### config.mk
export PLATFORM = sky130hd
export DESIGN_NAME = kbd_fifo_flat
export DESIGN_NICKNAME = d
export VERILOG_FILES = /design/src/rtl/kbd_fifo_if.sv /design/src/rtl/kbd_fifo.sv /design/src/flat_wrapper.sv
export SDC_FILE = /design/constraint.sdc
export NUM_CORES = 1
export LEC_CHECK = 0
export ABC_CLOCK_PERIOD_IN_PS = 3700
export BUFFER_PORTS_ARGS = -buffer_cell sky130_fd_sc_hd__buf_2
export CAP_MARGIN = 25
export CORE_UTILIZATION = 35
export DETAILED_ROUTE_END_ITERATION = 16
export PLACE_DENSITY = 0.58
export SLEW_MARGIN = 5
export SYNTH_ARGS = -nofsm -noshare
export SYNTH_HDL_FRONTEND = slang
export SYNTH_SLANG_ARGS = --single-unit
### constraint.sdc
create_clock -name clk25 -period 3.7 [get_ports clk25]
set_input_delay 0.555 -clock clk25 [delete_from_list [all_inputs] [get_ports clk25]]
set_output_delay 0.555 -clock clk25 [all_outputs]
set_load 0.02 [all_outputs]
### src/rtl/kbd_fifo_if.sv
// Bus bundle for the keyboard input stage: the CPU-side register access
// signals, the two character-source strobes and the read/status outputs.
interface kbd_fifo_if;
  logic       enable;
  logic       cs;
  logic       address;
  logic       w_en;
  logic       ps2_stb;
  logic [7:0] ps2_data;
  logic       uart_stb;
  logic [7:0] uart_data;
  logic [7:0] dout;
  logic       rx_empty;
  logic       rx_full;

  // Driver side: the CPU bus and the character sources
  modport master (
    output enable, cs, address, w_en,
    output ps2_stb, ps2_data, uart_stb, uart_data,
    input  dout, rx_empty, rx_full
  );

  // The keyboard FIFO itself
  modport slave (
    input  enable, cs, address, w_en,
    input  ps2_stb, ps2_data, uart_stb, uart_data,
    output dout, rx_empty, rx_full
  );
endinterface

### src/rtl/kbd_fifo.sv
// Keyboard input stage: merges PS/2 and UART characters into one FIFO and
// presents Apple-1 style KBD (data) and KBDCR (status) registers to the CPU.
// A UART byte that loses arbitration is parked in a one-entry holding register;
// any character that cannot be stored sets a sticky overflow flag.
module kbd_fifo #(
  parameter int DEPTH  = 8,
  parameter int AW     = 3,
  parameter bit UPCASE = 1'b1
) (
  input logic   clk25,
  input logic   rst_n,
  kbd_fifo_if.slave bus
);

  localparam logic [AW:0]   FULL_COUNT = (AW+1)'(DEPTH);
  localparam logic [AW-1:0] PTR_ONE    = 1;
  localparam logic [AW:0]   CNT_ONE    = 1;

  // Only seven bits are kept: the CPU always sees bit 7 forced high on KBD.
  logic [6:0]    mem [DEPTH];
  logic [AW-1:0] rd_ptr;
  logic [AW-1:0] wr_ptr;
  logic [AW:0]   count;
  logic [6:0]    last;
  logic [7:0]    pend;
  logic          pend_v;
  logic          ovf;

  logic       empty;
  logic       full;
  logic [6:0] head;
  logic       pop;
  logic       status_rd;
  logic       push_req;
  logic [7:0] push_data;
  logic       push_ok;
  logic       push_drop;
  logic       pend_load;
  logic       pend_clear;
  logic       uart_drop;

  function automatic logic [6:0] upcase(input logic [7:0] c);
    if (UPCASE && (c >= 8'h61) && (c <= 8'h7A))
      return c[6:0] - 7'h20;
    return c[6:0];
  endfunction

  assign empty     = (count == '0);
  assign full      = (count == FULL_COUNT);
  assign head      = mem[rd_ptr];
  assign pop       = bus.cs & bus.enable & ~bus.w_en & ~bus.address & ~empty;
  assign status_rd = bus.cs & bus.enable & ~bus.w_en & bus.address;

  assign bus.rx_empty = empty;
  assign bus.rx_full  = full;

  // Single write port arbitration: PS/2 first, then a parked UART byte, then a fresh UART byte
  always_comb begin
    push_req   = 1'b0;
    push_data  = bus.ps2_data;
    pend_load  = 1'b0;
    pend_clear = 1'b0;
    uart_drop  = 1'b0;
    if (bus.ps2_stb) begin
      push_req  = 1'b1;
      push_data = bus.ps2_data;
    end else if (pend_v) begin
      push_req   = 1'b1;
      push_data  = pend;
      pend_clear = 1'b1;
    end else if (bus.uart_stb) begin
      push_req  = 1'b1;
      push_data = bus.uart_data;
    end
    if (bus.uart_stb && (bus.ps2_stb || pend_v)) begin
      if (pend_v)
        uart_drop = 1'b1;
      else
        pend_load = 1'b1;
    end
  end

  // A simultaneous pop frees a slot, so a push on a full FIFO still lands then
  assign push_ok   = push_req & (~full | pop);
  assign push_drop = push_req & full & ~pop;

  // Register read mux: KBD shows the head (or the last popped char when empty)
  always_comb begin
    if (bus.address)
      bus.dout = {~empty, ovf, 6'b0};
    else
      bus.dout = {1'b1, empty ? last : head};
  end

  // Pointers, occupancy, holding register, last-read char and overflow flag
  always_ff @(posedge clk25 or negedge rst_n) begin
    if (!rst_n) begin
      rd_ptr <= '0;
      wr_ptr <= '0;
      count  <= '0;
      last   <= '0;
      pend   <= '0;
      pend_v <= 1'b0;
      ovf    <= 1'b0;
    end else begin
      if (push_ok)
        wr_ptr <= wr_ptr + PTR_ONE;
      if (pop) begin
        rd_ptr <= rd_ptr + PTR_ONE;
        last   <= head;
      end
      if (push_ok && !pop)
        count <= count + CNT_ONE;
      else if (!push_ok && pop)
        count <= count - CNT_ONE;
      if (pend_load) begin
        pend   <= bus.uart_data;
        pend_v <= 1'b1;
      end else if (pend_clear) begin
        pend_v <= 1'b0;
      end
      if (push_drop || uart_drop)
        ovf <= 1'b1;
      else if (status_rd)
        ovf <= 1'b0;
    end
  end

  // Character storage, case-folded on the way in
  always_ff @(posedge clk25) begin
    if (push_ok)
      mem[wr_ptr] <= upcase(push_data);
  end

endmodule
### src/flat_wrapper.sv
// flat-port wrapper written by rule: the top's interface ports become plain ports
module kbd_fifo_flat 
#(
  parameter int DEPTH  = 8,
  parameter int AW     = 3,
  parameter bit UPCASE = 1'b1
)
  (clk25, rst_n, bus_enable, bus_cs, bus_address, bus_w_en, bus_ps2_stb, bus_ps2_data, bus_uart_stb, bus_uart_data, bus_dout, bus_rx_empty, bus_rx_full);
  kbd_fifo_if bus_i ();
  input logic clk25;
  input logic rst_n;
  input wire logic [$bits(bus_i.enable)-1:0] bus_enable;
  input wire logic [$bits(bus_i.cs)-1:0] bus_cs;
  input wire logic [$bits(bus_i.address)-1:0] bus_address;
  input wire logic [$bits(bus_i.w_en)-1:0] bus_w_en;
  input wire logic [$bits(bus_i.ps2_stb)-1:0] bus_ps2_stb;
  input wire logic [$bits(bus_i.ps2_data)-1:0] bus_ps2_data;
  input wire logic [$bits(bus_i.uart_stb)-1:0] bus_uart_stb;
  input wire logic [$bits(bus_i.uart_data)-1:0] bus_uart_data;
  output wire logic [$bits(bus_i.dout)-1:0] bus_dout;
  output wire logic [$bits(bus_i.rx_empty)-1:0] bus_rx_empty;
  output wire logic [$bits(bus_i.rx_full)-1:0] bus_rx_full;
  assign bus_i.enable = bus_enable;
  assign bus_i.cs = bus_cs;
  assign bus_i.address = bus_address;
  assign bus_i.w_en = bus_w_en;
  assign bus_i.ps2_stb = bus_ps2_stb;
  assign bus_i.ps2_data = bus_ps2_data;
  assign bus_i.uart_stb = bus_uart_stb;
  assign bus_i.uart_data = bus_uart_data;
  assign bus_dout = bus_i.dout;
  assign bus_rx_empty = bus_i.rx_empty;
  assign bus_rx_full = bus_i.rx_full;
  kbd_fifo #(.DEPTH(DEPTH), .AW(AW), .UPCASE(UPCASE)) u_core (.clk25(clk25), .rst_n(rst_n), .bus(bus_i));
endmodule
### After elaboration in Yosys (flattened, before gate mapping)

Memory sizes are Yosys's and may differ from the RTL's.
Index checks and enable logic that the tools add are counted.
W data, S select, Z words.

| word-level totals | value |
|---|---|
| register bits | 27 |
| RAM bits | 56 |
| bits of input ports | 24 |
| output and inout port bits | 10 |
| word-level logic and storage cells | 68 |
| memories kept | 1 |

| cells by class | value |
|---|---|
| add/subtract/negate cells | 5 |
| $lt $le $gt $ge | 2 |
| equal/unequal tests | 1 |
| muxes and demuxes | 26 |
| bitwise logic cells | 14 |
| reductions and logical operators | 12 |

Memories:

| name | depth | bits a word | rd ports | clocked after Yosys merged registers in | write ports | RTL line | RTL |
|---|---|---|---|---|---|---|---|
| u_core.mem | 8 | 7 | 1 | 0 | 1 | kbd_fifo.sv:20 | `logic [6:0] mem [DEPTH];` |

Operators by type and width:

| kind | number |
|---|---|
| $mux W8 | 4 |
| $mux W7 | 4 |
| $mux W1 | 16 |
| $and A1 B1 Y1 | 8 |
| $ge A8 B7 Y1 const B | 1 |
| $le A8 B7 Y1 const B | 1 |
| $mux W4 | 2 |
| $sub A7 B6 Y7 const B | 1 |
| $add A3 B1 Y3 const B | 2 |
| $reduce_bool A2 Y1 | 3 |
| $not A1 Y1 | 5 |
| $add A4 B1 Y4 const B | 1 |
| $eq A4 B4 Y1 const B | 1 |
| $logic_and A1 B1 Y1 | 4 |
| $logic_not A4 Y1 | 1 |
| $sub A4 B1 Y4 const B | 1 |
| $logic_not A1 Y1 | 2 |
| $logic_or A1 B1 Y1 | 2 |
| $or A1 B1 Y1 | 1 |

### Logic depth before layout (Yosys ltp)

| logic depth | value |
|---|---|
| depth after elaboration | 10 |
| gate-level depth with buffers | 12 |
| gate-level depth less buffers | 11 |

### Least setup slack after synthesis

OpenSTA, ideal clock, no wires.

| timing path | value |
|---|---|
| path type | register to register |
| from | reg u_core.count[0] |
| to | reg u_core.count[3] |
| library setup time | 0.125 ns |
| data arrival time | 2.818 ns |
| data required time | 3.575 ns |
| path slack | 0.757 ns |
| stages on the path, launching flop included | 12 |
| buffers on the path | 0 |
| clock period less this slack | 2.943 ns |
| path through | dfrtp_1 -> nor4b_1 -> o21a_1 -> nor2_1 -> ha_1 -> inv_1 -> ha_1 -> a21o_1 -> a21oi_1 -> xnor2_1 -> nor2_1 -> xor2_1 |

| on the way | value |
|---|---|
| elaborated cells on any way between the ends | 16 |
| those cells by class | add/sub (2); eq/ne (1); mux (2); bitwise (5); reduce/logical (6) |

RTL lines:

| element | RTL line | RTL |
|---|---|---|
| start, declared | kbd_fifo.sv:23 | `logic [AW:0] count;` |
| start signal, assigned | kbd_fifo.sv:113 | `count <= count + CNT_ONE;` |
| start signal, assigned | kbd_fifo.sv:115 | `count <= count - CNT_ONE;` |
| $eq A4 B4 Y1 (*) | kbd_fifo.sv:49 | `assign full = (count == FULL_COUNT);` |
| named net bus_rx_full | flat_wrapper.sv:22 | `output wire logic [$bits(bus_i.rx_full)-1:0] bus_rx_full;` |
| $not A1 Y1 (*) | kbd_fifo.sv:84 | `assign push_ok = push_req & (~full \| pop);` |
| $or A1 B1 Y1 (*) | kbd_fifo.sv:84 |  |
| $and A1 B1 Y1 (*) | kbd_fifo.sv:84 |  |
| named net u_core.push_ok | kbd_fifo.sv:36 | `logic push_ok;` |
| $logic_not A1 Y1 | kbd_fifo.sv:114 | `else if (!push_ok && pop)` |
| $logic_and A1 B1 Y1 | kbd_fifo.sv:114 |  |
| $reduce_bool A2 Y1 (no line) | n/a |  |

The timed path passes the listed nets; every way through them passes the cells marked *. The select of a mux whose other input is x is not followed.
A chain may end at the register's enable or synchronous reset.

### Final worst setup path

| timing path | value |
|---|---|
| from | reg u_core.rd_ptr[0] |
| to | out bus_dout[4] |

| on the way | value |
|---|---|
| cells in the longest elaborated chain, start to end | 3 |

RTL lines:

| element | RTL line | RTL |
|---|---|---|
| start, declared | kbd_fifo.sv:21 | `logic [AW-1:0] rd_ptr;` |
| start signal, assigned | kbd_fifo.sv:109 | `rd_ptr <= rd_ptr + PTR_ONE;` |
| $mem_v2 Z8 W7 | n/a |  |
| $mux W7 | kbd_fifo.sv:92 | `bus.dout = {1'b1, empty ? last : head};` |
| $mux W8 | kbd_fifo.sv:89 | `if (bus.address)` |
| end, declared | flat_wrapper.sv:20 | `output wire logic [$bits(bus_i.dout)-1:0] bus_dout;` |

No other way between the ends.

==> metrics.txt <==
Residual DRC=0; Inserted Diodes=0; CTS Hold Bufs=0; CP max stage delay=around 0.8 ns; total number of vias=around 2100; Top Ports=34; r2r setup slk=about 0.84 ns; Slew @ Worst Pin=just under 0.7 ns; dpl hpwl=between 4000 and 5000 um; crit path max fanout=12; Multi-input gate area=around 1300 um2; cell with the most instances after synthesis=edfxtp_1; Max-cap violations=0; Main synth FF type=edfxtp_1; synthesized net count=273; CTS Buf Count=9; vias per inst=roughly 5.0; fraction of registers with async set/reset=0.325; crit path kind=flop to output port; worst min-delay path class=input port to asynchronous set/reset pin; GP Congestion=approximately 0.72; Synth-to-Final Area Change=15.1%; status=finished, final reports clean; Fmax achieved=roughly 330 MHz; TritonCTS clock tree=done; Fin. Hold Viols=0; site row count=37; number of flops mapped to enable cells by yosys=56; Layout Nets=around 310; register area share after synthesis=0.639; CTS resizes=0; Detailed Route WL=6590 um; Slew HR=0.542; die area=10900 um2; Die Y=around 100 um; Worst setup EP type=output port; Post-Syn Area=approximately 3700 um2; CTS Sinks=83; Final min period=approximately 3.0 ns; WP data required=around 3.1 ns; RSZ-0062 raised after global routing=false; Pleak=roughly 0.0016 uW; Port-buffer cells=33; VDD IR max=around 380 uV; pin count of the biggest net entering global routing=28; Yosys top cell by area=edfxtp_1; synth unique cells=52; FF/Latch Area=~2400 um2; vias in the first global route=around 2200; crit path cell chain=buf_4 -> mux4_2 -> mux2i_1 -> a211oi_1 -> buf_2; crit path DAT=about 2.4 ns; 1st-iter DRT viols=81; worst-skew pair later-pin latency=~0.35 ns; Core Area=10300 um2; Post-CTS Setup Repair Bufs=0; Initial Util=0.359; final setup fails=0; Worst R2R Path Depth=11; most instantiated cells after synthesis=edfxtp_1 (56), dfrtp_1 (27), nand2_1 (17); clk slew on worst S/H paths=~0.08 ns; Syn Inst Count=approximately 240; Worst Setup SP=u_core.rd_ptr[0]; H-tree depth=3; die width=~100 um; startpoint types=flop; FILL cells=984; Reg-to-Reg End=u_core.count[3]; area fraction of the dominant cell type after synthesis=0.456; non-filler cells, final=~430; Worst Skew=about 0.0067 ns; initial antenna violation count=0; synthesized area per cell=15.2 um2; synth top area cells=edfxtp_1 (46%), dfrtp_1 (18%), mux4_2 (8.6%); Initial DRT Pass Iterations=4; launch point of the worst reg-to-reg path=u_core.count[2]; clock root cell=clkbuf_8; worst-case clock buffer depth=2; total track usage=0.131; total gr overflow=0; first-pass GRT wire length=~11000 um; YS warnings=0; Place WS=0.778 ns; highest-delay cell along the critical path=dfrtp_1; power per cell area=approximately 750 nW/um2; PnR worst setup slack=0.714 ns; Antenna Nets Post-Route=0; routed length per placed instance=roughly 16 um; placed cells=around 410; fin. max-slew vios=0; share of cells above drive strength 1=0.294; Synth Register Bits=83; setup_tns=0 ns; fin crit share=0.807
==> routing by layer <==
metal | track usage | routed length (um) | vias up
met5 | 0 | 0 | -
met2 | 0.205 | 2990 | 52
met1 | 0.174 | 3210 | 1026
met4 | 0.0483 | 97 | 0
li1 | - | - | 1018
met3 | 0.0393 | 299 | 9
==> logic make-up after synthesis <==
logic type	share of synthesized area
flip-flops	0.639
buffers and inverters	0.0214
AO/OA/AOI/OAI	0.0689
multiplexers	0.138
adder cells (fa/ha/maj)	0.0224
AND/OR/NAND/NOR	0.0909
XOR/XNOR	0.0190
==> per-stage QoR <==
step | util | hold WS [ns] | cell area [um2] | total power (uW)
3_3_place_gp | 0.392 | 0.468 | 4030 | 2490
4_1_cts | 0.413 | 0.245 | 4240 | 3210
5_1_grt | 0.413 | 0.276 | 4240 | 3360
3_5_place_dp | 0.392 | 0.475 | 4030 | 2510
2_1_floorplan | - | 0.259 | 3690 | 2200
6_report | 0.413 | 0.227 | 4240 | 3160
==> power by group <==
part           total (uW)  internal (uW)  leakage (uW)  switching, uW
combinational         976            493      0.000648            483
clock                 699            382      0.000105            318
sequential           1490           1280      0.000837            206
total                3160           2160       0.00159           1010
==> how the worst max path moves through the flow <==
stage,endpoint,cells after the start
after floorplan,u_core.count[3],11
after global placement,u_core.count[3],12
after detailed placement,u_core.count[3],12
after CTS,bus_dout[4],5
after global routing,bus_dout[4],5
final,bus_dout[4],5
==> critical path: cells and delay by family (launching register included) <==
kind / cells / cell delay [ns]
AO/OA/AOI/OAI: 1 / 0.13
buffers and inverters: 2 / 0.43
flip-flops: 1 / 0.78
multiplexers: 2 / 0.73
==> cells in the final DEF, fill, tap and decap left out, drive strengths merged, types with 3 or more instances in the layout <==
cell,netlist,final
edfxtp,56,56
buf,8,42
dfrtp,27,27
nand2,18,18
nor2,15,15
mux4,14,14
o21ai,12,12
mux2,11,11
clkbuf,4,10
a21oi,8,8
mux2i,7,7
a211oi,6,6
xnor2,6,6
ha,5,5
inv,4,5
nor3b,4,4
nor3,3,3
==> final cells by class <==
type,instances,area share
sequential,83,0.556
timing repair buffer,42,0.0549
tap,136,0.0401
clock buffer,10,0.0301
clock inverter,6,0.0209
multi-input combinational,144,0.295
inverter,4,0.00354
==> registers in the layout (all words and copies together), names as in the netlist <==
signal and count:
u_core.count 4, u_core.ovf 1, u_core.pend_v 1, u_core.wr_ptr 3
u_core.pend 8, u_core.last 7, u_core.mem 56, u_core.rd_ptr 3
Power figures use the tool's default switching activity.
